### src/rtl/srl_fifo.sv
// srl_fifo
//   Show-ahead (first-word-fall-through) FIFO built on an SRL32-style shift
//   register. Writes shift new words in at srl[0]. The oldest word is read
//   through an address tap at srl[count-1]. A pop never moves storage; it only
//   decrements the count.
//
// Parameters
//   DATA_W  width of each stored word (1..64)
//   DEPTH   number of entries, power of 2 (2..32)
//   ADDR_W  log2(DEPTH)
//
// Ports
//   clk_in       rising-edge clock for all state
//   rst_n_in     synchronous active-low reset
//   wr_en_in     push request (accepted when not full, or when popping)
//   wr_data_in   word to push
//   rd_en_in     pop request (accepted when not empty)
//   rd_data_out  oldest stored word, zero while empty
//   full_out     registered, count == DEPTH
//   empty_out    registered, count == 0
//   count_out    number of stored words, 0..DEPTH
//   ovf_out      sticky rejected-push flag   (only with SRL_FIFO_ERR_FLAG_EN)
//   udf_out      sticky pop-on-empty flag    (only with SRL_FIFO_ERR_FLAG_EN)
//
// Optional feature macro: SRL_FIFO_ERR_FLAG_EN

module srl_fifo #(
  parameter int DATA_W = 8,
  parameter int DEPTH  = 32,
  parameter int ADDR_W = 5
) (
  input  logic              clk_in,
  input  logic              rst_n_in,
  input  logic              wr_en_in,
  input  logic [DATA_W-1:0] wr_data_in,
  input  logic              rd_en_in,
  output logic [DATA_W-1:0] rd_data_out,
  output logic              full_out,
  output logic              empty_out,
`ifdef SRL_FIFO_ERR_FLAG_EN
  output logic              ovf_out,
  output logic              udf_out,
`endif
  output logic [ADDR_W:0]   count_out
);

  localparam logic [ADDR_W:0] DEPTH_C = (ADDR_W+1)'(DEPTH);

  logic [DATA_W-1:0] srl [DEPTH];
  logic [ADDR_W:0]   count;
  logic [ADDR_W:0]   count_next;
  logic [ADDR_W-1:0] tap_addr;
  logic              wr_ok;
  logic              rd_ok;
  logic              shift_en;

  // A push into a full FIFO is allowed only when a pop frees a slot on the
  // same edge.
  assign rd_ok    = rd_en_in & ~empty_out;
  assign wr_ok    = wr_en_in & (~full_out | rd_ok);
  assign shift_en = wr_ok & rst_n_in;

  always_comb begin
    count_next = count;
    if (wr_ok && !rd_ok)
      count_next = count + (ADDR_W+1)'(1);
    else if (rd_ok && !wr_ok)
      count_next = count - (ADDR_W+1)'(1);
  end

  // Storage has no reset, like the SRL primitive. The empty gating on the
  // read tap keeps stale contents from ever being visible.
  always_ff @(posedge clk_in) begin
    if (shift_en) begin
      srl[0] <= wr_data_in;
      for (int i = 1; i < DEPTH; i++)
        srl[i] <= srl[i-1];
    end
  end

  // Flags are registered from next-count so they always agree with count.
  always_ff @(posedge clk_in) begin
    if (!rst_n_in) begin
      count     <= '0;
      empty_out <= 1'b1;
      full_out  <= 1'b0;
    end else begin
      count     <= count_next;
      empty_out <= (count_next == '0);
      full_out  <= (count_next == DEPTH_C);
    end
  end

`ifdef SRL_FIFO_ERR_FLAG_EN
  always_ff @(posedge clk_in) begin
    if (!rst_n_in) begin
      ovf_out <= 1'b0;
      udf_out <= 1'b0;
    end else begin
      if (wr_en_in && !wr_ok)
        ovf_out <= 1'b1;
      if (rd_en_in && empty_out)
        udf_out <= 1'b1;
    end
  end
`endif

  // When count == DEPTH the low bits wrap to zero, and subtracting one gives
  // DEPTH-1, which is the correct tap for a full FIFO.
  assign tap_addr    = count[ADDR_W-1:0] - ADDR_W'(1);
  assign rd_data_out = empty_out ? '0 : srl[tap_addr];
  assign count_out   = count;

endmodule

### config.mk
export PLATFORM = sky130hd
export DESIGN_NAME = srl_fifo
export DESIGN_NICKNAME = d
export VERILOG_FILES = /design/src/rtl/srl_fifo.sv
export SDC_FILE = /design/constraint.sdc
export NUM_CORES = 1
export LEC_CHECK = 0
export ABC_AREA = 1
export BUFFER_PORTS_ARGS = -buffer_cell sky130_fd_sc_hd__buf_2
export CAP_MARGIN = 20
export CORE_ASPECT_RATIO = 0.9
export CORE_UTILIZATION = 35
export CTS_CLUSTER_DIAMETER = 30
export DETAILED_ROUTE_END_ITERATION = 8
export PLACE_DENSITY = 0.54
export SLEW_MARGIN = 20
export SYNTH_ARGS = -nofsm -noshare
export SYNTH_HDL_FRONTEND = slang
export SYNTH_SLANG_ARGS = --single-unit
export TNS_END_PERCENT = 50
### constraint.sdc
create_clock -name clk_in -period 19.75 [get_ports clk_in]
set_input_delay 0.9875 -clock clk_in [delete_from_list [all_inputs] [get_ports clk_in]]
set_output_delay 0.9875 -clock clk_in [all_outputs]
set_load 0.03 [all_outputs]
==> impl_results.md <==
* Area contributors post-synth: edfxtp_1 71%, nand3_1 11%, nand2_1 11%
* Final Slew Violations at 0
* Initial Util at 35.9%
* TritonCTS clock tree: built
* Layout Nets at 985
* # IOs at 28
* R2r startpoint: empty_out$_SDFF_PN1_
* Num CTS Buffers at 49
* RR Endpoint: srl[22][3]$_DFFE_PP_
* Final hold vios at 0
* Hold Buf Count CTS at 0
* Power per Cell Area at 140 mW/mm2
* Footprint of the multi-input gates at 0.00268 mm2
* Critical Path AT at 3920 ps
* Final GP Congestion at 0.746
* I/O Buffers at 27
* CP startpoint: count_out[0]$_SDFF_PN0_
* Sequential cell area fraction in the yosys report at 72.7%
* Fill cells at 2786
* VDD IR max at 0.0000949 V
* Clock buffer depth at 3
* Worst R2R Path Depth at 5
* FF+latch area at 0.00785 mm2
* Slew Limit Headroom at 31.2%
* Status: completed
* Final std cells w/o fill at 1412
* Highest routed metal layer: met4
* P_leak at 4.86 nW
* HP Class: register to register
* Post-synthesis cell area at 0.0108 mm2
* Clock root cell: clkbuf_16
* Vias in the first global route at 6983
* Tot Pwr at 1.83 mW
* Synth Register Bits at 264
* Chip width at 187 um
* Die height at 169 um
* CTS H-tree depth at 2
* DR pass1 iterations at 7
* Initial antenna violation count at 0
* Row cnt at 60
* Setup crit start kind: register
* Tot GR Track Use at 15.2%
* Net Count, Synth at 952
* Final wirelength at 23.4 mm
* Final design utilization at 43.3%
* Vias at 6987
* Layout cells sized above 1 at 12.2%
* Yosys warnings at 0
* First-pass GRT wire length at 38.4 mm
* CP max FO at 65
* Initial drt markers at 662
* ANT cells at 0
* Yosys top cell by area: edfxtp_1
* CTS Sinks at 264
* MaxCap Viol Count at 0
* Min Hold Slack at 439 ps
* DR vias/cell at 4.95
* Yosys top cell area share at 71.2%
* CP endpoint: rd_data_out[2]
* CTS resizes at 0
* Clock-pin slew on the worst setup and hold paths at 50 ps
* Worst Setup Path Type: register to output pin
* Worst Tran Pin Value at 1030 ps
* Met3 WL post-DR at 1.52 mm
* Cells after Synth at 938
* Drc violations at 0
* # Post-CTS Setup Buffers at 0
* Hold Crit Start: srl[12][5]$_DFFE_PP_
* Synth unique cells at 24
* Setup TNS at 0 ps
* RSZ-0062 raised after global routing: false
* Die area at 0.0316 mm2
* Core Area at 0.0301 mm2
* Final period utilization at 24.8%
* Finish-stage setup viols at 0
* Met1 WL at 11.2 mm
* Clock insertion delay at the later pin of the skew report at 540 ps
* Peak Freq at 204 MHz
* Final min period at 4900 ps
* Endpoint type of the worst setup path: output pin
* DP HPWL at 11.4 mm
* Clk_skew at 10.8 ps
* ANT nets after route at 0
* CP Data Required Time at 18760 ps
* GR Overflow Total at 0
* Placed insts at 1323
* R2R Setup Slk at 16490 ps
* Detail Route met2 WL at 10.3 mm
* Syn avg cell area at 11.5 um2
* Largest net degree at the start of global routing at 185
* Area grow syn2layout at 20.7%
* Routed len/inst at 16.6 um
-- routing by layer --
metal	global-route usage [%]	vias to the layer above
met2	23.2	186
met3	3.71	38
met4	4.13	0
met5	0	-
li1	-	3380
met1	21.7	3383
-- flip-flops by register name (all words and copies together) (netlist names) --
name       flops
srl          256
empty_out      1
full_out       1
count_out      6
-- how the worst min path moves through the flow --
| stage | cells after the start | end | slack [ps] |
|---|---|---|---|
| after floorplan | 0 | srl[1][6]$_DFFE_PP_ | 430 |
| after global placement | 0 | srl[23][2]$_DFFE_PP_ | 430 |
| after detailed placement | 0 | srl[29][5]$_DFFE_PP_ | 430 |
| after CTS | 0 | srl[13][5]$_DFFE_PP_ | 440 |
| after global routing | 0 | srl[28][2]$_DFFE_PP_ | 450 |
| final | 0 | srl[13][5]$_DFFE_PP_ | 440 |
-- where the power goes --
group,leakage [nW],internal [mW],switching [mW]
combinational,1.57,0.0833,0.213
clock,0.817,0.587,0.278
sequential,2.47,0.645,0.0212
total,4.86,1.32,0.512
-- layout make-up --
| type | count | share of cell area [%] |
|---|---|---|
| clock inverter | 31 | 3.19 |
| tap | 403 | 3.87 |
| clock buffer | 58 | 9.99 |
| inverter | 17 | 0.509 |
| timing repair buffer | 36 | 1.65 |
| sequential | 264 | 60.2 |
| multi-input combinational | 603 | 20.5 |
-- cells by family after synthesis --
group                    after synthesis  synth area share, %
AND/OR/NAND/NOR                      585                 23.3
adder cells (fa/ha/maj)                2                0.232
flip-flops                           264                 72.7
XOR/XNOR                               4                0.464
buffers and inverters                 71                 2.76
AO/OA/AOI/OAI                         12                0.603
-- through the flow --
step	worst slack, ps	instance area, um2
6_report	14850	13000
5_1_grt	14560	13000
4_1_cts	14790	13000
3_5_place_dp	15380	11300
3_3_place_gp	15360	11300
2_1_floorplan	7670	10800
-- synthesized netlist by cell type --
cell type,count
dfxtp_1,8
xor2_2,1
buf_2,22
edfxtp_1,256
nand3_2,1
xnor2_1,1
nand3_1,240
clkbuf_1,19
o21bai_1,1
xor2_1,1
a21oi_1,10
inv_2,1
nand4_1,2
nor3_1,1
buf_1,12
nor2_1,21
ha_1,2
buf_4,1
nand2_1,319
a211oi_1,1
xnor2_2,1
inv_1,15
nand2_2,1
clkinv_1,1
-- worst max-delay path: stages, from the launching register on --
cell and delay [ps]:
dfxtp_4 810, inv_4 410, ha_2 460, buf_4 660, nand3_1 170, nand3_1 130
nand3_1 80, a21oi_1 260, nor2_1 140, buf_2 200
-- layout by cell type (no fill, tap or decap), drive strengths merged --
master,count
nand3,241
clkinvlp,7
bufinv,9
o21bai,1
xor2,2
dfxtp,8
nor2,21
a21oi,10
nand2,320
nor3,1
edfxtp,256
buf,36
nand4,2
a211oi,1
clkbuf,58
ha,2
inv,19
xnor2,2
clkinv,13
No activity file was read; power rests on OpenSTA's default activity.
